<file path="src/rtl/rv_instr_encoder.sv">
// rv_instr_encoder
//
// Encodes decoded RV32I fields (R, LOAD, STORE, BRANCH) into 32-bit
// instruction words. Each accepted word is tagged with its byte address.
// Words are buffered in a 2-entry FIFO in front of the memory writer.
//
// Optional feature macro: RV_ENC_IMM_CHECK_EN
//   defined   : out_err flags LOAD/STORE immediates outside the signed
//               12-bit range and misaligned (odd) BRANCH offsets.
//   undefined : no check logic is built; out_err is tied to 0.
//
// Parameters
//   ADDR_W      width of the address counter and out_addr
//   START_ADDR  byte address of the first word after reset or flush
//
// Ports
//   clk, rst                 clock, asynchronous active-high reset
//   flush                    synchronous clear of FIFO and address counter
//   in_valid / in_ready      input handshake
//   in_cls                   00 R, 01 LOAD, 10 STORE, 11 BRANCH
//   in_funct3, in_funct7     function codes (funct7 used by R only)
//   in_rd, in_rs1, in_rs2    register indices
//   in_imm                   13-bit signed immediate
//   out_valid / out_ready    output handshake
//   out_instr, out_addr      head word and its byte address (0 when empty)
//   out_err                  immediate error flag of the head word

module rv_instr_encoder #(
   parameter int                ADDR_W     = 32,
   parameter logic [ADDR_W-1:0] START_ADDR = '0
) (
   input  logic              clk,
   input  logic              rst,
   input  logic              flush,
   input  logic              in_valid,
   output logic              in_ready,
   input  logic [1:0]        in_cls,
   input  logic [2:0]        in_funct3,
   input  logic [6:0]        in_funct7,
   input  logic [4:0]        in_rd,
   input  logic [4:0]        in_rs1,
   input  logic [4:0]        in_rs2,
   input  logic [12:0]       in_imm,
   output logic              out_valid,
   input  logic              out_ready,
   output logic [31:0]       out_instr,
   output logic [ADDR_W-1:0] out_addr,
   output logic              out_err
);

   localparam logic [1:0] CLS_R      = 2'b00;
   localparam logic [1:0] CLS_LOAD   = 2'b01;
   localparam logic [1:0] CLS_STORE  = 2'b10;
   localparam logic [1:0] CLS_BRANCH = 2'b11;

   logic [1:0]        count_q, count_d;
   logic [ADDR_W-1:0] addr_q, addr_d;
   logic [31:0]       instr0_q, instr0_d, instr1_q, instr1_d;
   logic [ADDR_W-1:0] waddr0_q, waddr0_d, waddr1_q, waddr1_d;

   logic [31:0] enc_word;
   logic        push, pop;
   logic        ld0_new, ld0_shift, ld1_new;

   assign in_ready  = (count_q != 2'd2) && !flush;
   assign out_valid = (count_q != 2'd0);
   assign push      = in_valid && in_ready;
   assign pop       = out_valid && out_ready;

   always_comb begin
      enc_word = '0;
      case (in_cls)
         CLS_R:      enc_word = {in_funct7, in_rs2, in_rs1, in_funct3, in_rd, 7'b0110011};
         CLS_LOAD:   enc_word = {in_imm[11:0], in_rs1, in_funct3, in_rd, 7'b0000011};
         CLS_STORE:  enc_word = {in_imm[11:5], in_rs2, in_rs1, in_funct3, in_imm[4:0],
                                 7'b0100011};
         CLS_BRANCH: enc_word = {in_imm[12], in_imm[10:5], in_rs2, in_rs1, in_funct3,
                                 in_imm[4:1], in_imm[11], 7'b1100011};
         default:    enc_word = '0;
      endcase
   end

   // Entry 0 is always the head. A push and pop together can only happen
   // at count 1 (push is blocked when full), so the new word lands in entry 0.
   always_comb begin
      ld0_new   = 1'b0;
      ld0_shift = 1'b0;
      ld1_new   = 1'b0;
      if (!flush) begin
         ld0_new   = push && ((count_q == 2'd0) || pop);
         ld0_shift = pop && !push && (count_q == 2'd2);
         ld1_new   = push && !pop && (count_q == 2'd1);
      end
   end

   always_comb begin
      count_d  = count_q;
      addr_d   = addr_q;
      instr0_d = instr0_q;
      instr1_d = instr1_q;
      waddr0_d = waddr0_q;
      waddr1_d = waddr1_q;

      if (flush) begin
         count_d = 2'd0;
         addr_d  = START_ADDR;
      end else begin
         count_d = 2'(count_q + {1'b0, push} - {1'b0, pop});
         if (push) begin
            addr_d = addr_q + ADDR_W'(4);
         end
      end

      if (ld0_new) begin
         instr0_d = enc_word;
         waddr0_d = addr_q;
      end else if (ld0_shift) begin
         instr0_d = instr1_q;
         waddr0_d = waddr1_q;
      end

      if (ld1_new) begin
         instr1_d = enc_word;
         waddr1_d = addr_q;
      end
   end

   always_ff @(posedge clk or posedge rst) begin
      if (rst) begin
         count_q  <= 2'd0;
         addr_q   <= START_ADDR;
         instr0_q <= '0;
         instr1_q <= '0;
         waddr0_q <= '0;
         waddr1_q <= '0;
      end else begin
         count_q  <= count_d;
         addr_q   <= addr_d;
         instr0_q <= instr0_d;
         instr1_q <= instr1_d;
         waddr0_q <= waddr0_d;
         waddr1_q <= waddr1_d;
      end
   end

   // Stale entry contents are masked so an empty FIFO reads as all zeros.
   assign out_instr = out_valid ? instr0_q : '0;
   assign out_addr  = out_valid ? waddr0_q : '0;

`ifdef RV_ENC_IMM_CHECK_EN
   logic imm_err;
   logic err0_q, err0_d, err1_q, err1_d;

   // LOAD/STORE: bits 12 and 11 differ -> value does not fit signed 12 bits.
   // BRANCH: offsets must be even.
   always_comb begin
      imm_err = 1'b0;
      case (in_cls)
         CLS_LOAD, CLS_STORE: imm_err = (in_imm[12] != in_imm[11]);
         CLS_BRANCH:          imm_err = in_imm[0];
         default:             imm_err = 1'b0;
      endcase
   end

   always_comb begin
      err0_d = err0_q;
      err1_d = err1_q;
      if (ld0_new) begin
         err0_d = imm_err;
      end else if (ld0_shift) begin
         err0_d = err1_q;
      end
      if (ld1_new) begin
         err1_d = imm_err;
      end
   end

   always_ff @(posedge clk or posedge rst) begin
      if (rst) begin
         err0_q <= 1'b0;
         err1_q <= 1'b0;
      end else begin
         err0_q <= err0_d;
         err1_q <= err1_d;
      end
   end

   assign out_err = out_valid && err0_q;
`else
   assign out_err = 1'b0;
`endif

endmodule
</file>
<file path="config.mk">
export PLATFORM = sky130hd
export DESIGN_NAME = rv_instr_encoder
export DESIGN_NICKNAME = d
export VERILOG_FILES = /design/src/rtl/rv_instr_encoder.sv
export SDC_FILE = /design/constraint.sdc
export NUM_CORES = 1
export LEC_CHECK = 0
export BUFFER_PORTS_ARGS = -buffer_cell sky130_fd_sc_hd__buf_2
export CORE_ASPECT_RATIO = 1.2
export CORE_UTILIZATION = 40
export DETAILED_ROUTE_END_ITERATION = 12
export HOLD_SLACK_MARGIN = 0.06
export PLACE_DENSITY = 0.59
export SYNTH_ARGS = -nofsm -noshare
export SYNTH_HDL_FRONTEND = slang
export SYNTH_SLANG_ARGS = --single-unit
</file>
<file path="constraint.sdc">
create_clock -name clk -period 6.25 [get_ports clk]
set_input_delay 1.25 -clock clk [delete_from_list [all_inputs] [get_ports clk]]
set_output_delay 1.25 -clock clk [all_outputs]
set_load 0.1 [all_outputs]
</file>
Word-level counts from Yosys, hierarchy flattened:

Cells that the tools add are included.

* equal/unequal tests: 6
* reductions and logical operators: 17
* muxes and demuxes: 13
* add/sub/neg operators: 3

Operators with widths (number)
* two-way mux 32 bit: 8
* case mux 32 bit (4 select lines): 1
* adder 32 x 3 -> 32 bit (second input constant): 1
* logical AND 1 bit: 8
* == test 2 bit (second input constant): 3
* nonzero test 2 bit: 3
* == test 2 x 1 -> 1 bit (second input constant): 2
* logical NOT 2 bit: 2
* logical NOT 1 bit: 3
* two-way mux 1 bit: 3
* adder 2 x 1 -> 2 bit: 1
* two-way mux 2 bit: 1
* inequality test 2 bit (second input constant): 1
* subtractor 2 x 1 -> 2 bit: 1
* logical OR 1 bit: 1

* input port bits: 45
* bits in registers: 162
* logic and storage cells: 45

Depth between registers and ports, before layout:

* depth in word-level cells: 9
* mapped depth: 10
* gate-level depth less buffers: 9

Least setup slack after synthesis:

Ideal clock, no wire load.

* kind: input to output
* from: input port flush
* to: output port in_ready
* stages on the path: 4
* setup slack: 1.928 ns
* data arrival time: 3.072 ns
* path buffers: 3
* cells stage by stage: buf_2 clkbuf_1 clkbuf_1 nor2_1

* word-level cells in the longest chain between the ends: 2

RTL lines
* from (decl): RTL line 34 `input logic flush,`
* logical NOT 1 bit
* logical AND 1 bit: RTL line 65 `assign in_ready = (count_q != 2'd2) && !flush;`
* to (decl): RTL line 36 `output logic in_ready,`

No other way between the ends.

Worst setup path after layout:

* from: input port flush
* to: register instr1_q[10]

* word-level cells in the longest chain between the ends: 6

RTL lines
* logical NOT 1 bit
* logical AND 1 bit: RTL line 65
* logical AND 1 bit: RTL line 67 `assign push = in_valid && in_ready;`
* logical AND 1 bit (2 in series): RTL line 92 `ld1_new = push && !pop && (count_q == 2'd1);`
* two-way mux 1 bit *: RTL line 89 `if (!flush) begin`
* to (signal assigned): RTL line 140 `instr1_q <= instr1_d;`
* to (decl): RTL line 58 `logic [31:0] instr0_q, instr0_d, instr1_q, instr1_d;`

Mark *: on every way between the ends. The rest lies on a longest branch, timed or not.
A chain may end at the register's enable or synchronous reset.

==> metrics.log <==
[metrics] commonest non-fill, non-tap cell in the layout: nand2_1
[metrics] Netlist cell types: 46
[metrics] critical path data required time: 6.52 ns
[metrics] top-level I/O count: 112
[metrics] Crit Path Category: in2reg
[metrics] FP Rows: 53
[metrics] maximum clock insertion buffer count: 2
[metrics] post-synthesis instance total: 717
[metrics] Num CTS Buffers: 17
[metrics] Clock Latency Late Sink: 0.42 ns
[metrics] fraction of final layout cells sized beyond drive strength 1: 0.196
[metrics] Area Growth Syn to Fin: 17.4%
[metrics] total via count in the routed design: 5,359
[metrics] FILL cells: 1,634
[metrics] proportion of synthesized flip-flops having asynchronous set or reset: 1.00
[metrics] count of flip-flops with a built-in enable after synthesis: 0
[metrics] TritonCTS clock tree: done
[metrics] number of diodes: 0
[metrics] critical path capture point type: register
[metrics] maximum fanout count along the critical path: 46
[metrics] routability congestion estimate from global placement: 0.787
[metrics] most frequently used flop master after synthesis: dfrtp_1
[metrics] crit path setup slack, layout: 2.38 ns
[metrics] global-route usage over all layers: 0.190
[metrics] Finish-stage setup viols: 0
[metrics] half-perimeter wire length after placement: 10,600 um
[metrics] result of the run: finished clean
[metrics] Root Buffer Master: clkbuf_16
[metrics] netlist area before placement: 7120 um2
[metrics] Clock Sinks: 150
[metrics] routed vias/inst: 5.20
[metrics] arrival time of the worst setup path: 4.14 ns
[metrics] setup repair after global routing missed its margin: no
[metrics] number of nets with antenna violations after routing: 0
[metrics] pin count of the biggest net entering global routing: 86
[metrics] die height: 148 um
[metrics] post-detailed-placement cell area: 7750 um2
[metrics] Clk pin slew, worst setup/hold paths: 0.06 ns
[metrics] MaxCap Viol Count: 0
[metrics] vias in the first global route: 5,376
[metrics] final critical delay including setup and external delays: 3.87 ns
[metrics] Final #Nets: 847
[metrics] Hold-fix buffers, CTS: 0
[metrics] Tightest Hold Check Type: reg2reg
[metrics] placeable core area: 17,400 um2
[metrics] Port Buffer Count: 106
[metrics] Post-route DRC: 0
[metrics] Sum Neg Setup Slack: 0 ns
[metrics] wire length per cell: 15.9 um
[metrics] worst-case clock skew: 0.00854 ns
[metrics] slew of the pin with the lowest slew margin: 1.02 ns
[metrics] violation count after the first detailed-routing iteration: 363
[metrics] total of flip-flops plus latches after synthesis: 150
[metrics] First-pass DRT Iterations: 6
[metrics] pre-CTS setup slack: 1.90 ns
[metrics] type of origin of the critical path: primary input
[metrics] cell count of the worst reg-to-reg path: 8
[metrics] Finished Cell Area: 8360 um2
[metrics] hold violation total from the final report: 0
[metrics] number of H-tree levels: 4
[metrics] power density cells: 443 nW/um2
[metrics] count of pins over their slew limit: 0
[metrics] total congestion overflow: 0
[metrics] total leakage power: 4.47 nW
[metrics] starting density of the core: 0.408
[metrics] Die X: 124 um
[metrics] portion of the clock cycle consumed by the worst path in the final layout: 0.619
[metrics] maximum achievable frequency: 259 MHz
[metrics] Min-Delay Path Depth: 1
[metrics] commonest non-fill, non-tap cells in the layout: nand2_1, dfrtp_1, buf_2
[metrics] area enclosed by the die boundary: 18,300 um2
[metrics] wire length of the first global-routing pass: 26,900 um
[metrics] Post-Route WL: 16,300 um
[metrics] worst rel slew slack: 0.314
[metrics] portion of the post-synthesis area used by sequential elements: 0.527
[metrics] post-CTS sizing: 0
[metrics] maximum vdd drop: 0.201 mV
[metrics] post-CTS setup buffer count: 0
[metrics] average cell area after synthesis: 9.93 um2
[metrics] number of warnings printed during yosys synthesis: 0
[metrics] antenna violations before repair: 0
[logic make-up after synthesis]
| family | synth area share |
|---|---|
| adders and majority gates | 0.00879 |
| xor gates and xnor gates | 0.0271 |
| AOI/OAI and AO/OA | 0.136 |
| and+or+nand+nor | 0.224 |
| buffers and inverters | 0.0395 |
| muxes | 0.0367 |
| DFF | 0.527 |
| other | 0.000527 |
[cell usage after synthesis (7+ instances only)]
cell	count	share of area
buf_4	7	0.0074
mux2i_1	25	0.035
o21ai_0	24	0.017
nor2_1	48	0.025
nand2_1	153	0.081
dfrtp_1	150	0.53
buf_2	14	0.0098
nand4_1	11	0.0097
a22o_1	37	0.046
xor2_1	13	0.016
nand3_1	10	0.0070
clkbuf_1	32	0.017
xnor2_1	9	0.011
and2_1	60	0.053
a221o_1	17	0.024
a21o_1	37	0.039
nor2b_1	7	0.0062
[flip-flops by register name, summed over array words and instances (netlist names)]
signal,count
count_q,2
instr1_q,29
waddr1_q,30
instr0_q,29
addr_q,30
waddr0_q,30
[worst paths after layout]
path	slack, ns	startpoint	to
max in group asynchronous	3.90	rst	waddr1_q[28]
worst min-delay path	0.46	waddr0_q[26]	waddr0_q[26]
worst max register to register	3.07	count_q[1]	instr1_q[10]
worst max-delay path	2.38	flush	instr1_q[10]
min in group asynchronous	1.00	rst	waddr0_q[27]
worst min register to register	0.46	waddr0_q[26]	waddr0_q[26]
[layout make-up]
class	count	area (um2)	share of cell area
clock inverter	11	149	0.0178
multi-input combinational	510	3120	0.373
sequential	150	3750	0.449
tap	220	275	0.0329
timing repair buffer	112	576	0.0689
inverter	6	27.5	0.00329
clock buffer	21	460	0.0551
[metrics by stage]
step	power (W)	util	cells	hold WS [ns]
2_1_floorplan	0.00245	-	721	0.434
3_3_place_gp	0.00266	0.444	998	0.453
3_5_place_dp	0.00270	0.444	998	0.457
4_1_cts	0.00376	0.479	1030	0.471
5_1_grt	0.00390	0.479	1030	0.487
6_report	0.00370	0.479	1030	0.464
[power by group]
group          internal, W  switching [W]  total (W)
Clock             0.000651       0.000391    0.00104
Combinational     0.000283        0.00110    0.00138
Sequential         0.00117       0.000114    0.00128
Total              0.00210        0.00161    0.00370
[routing by layer]
layer / global-route usage / up-vias / share of wire
li1: - / 2593 / -
met1: 0.245 / 2633 / 0.44
met2: 0.319 / 127 / 0.50
met3: 0.0391 / 6 / 0.048
met4: 0.0566 / 0 / 0.0057
met5: 0 / - / 0
[critical path, stage by stage]
cell and delay, ns:
buf_2 0.31, or3_1 0.65, inv_1 0.20, ha_1 0.21
nand3_2 0.76, buf_4 0.55, nand2_1 0.10, o21ai_0 0.09
(Power assumes the default switching activity.)
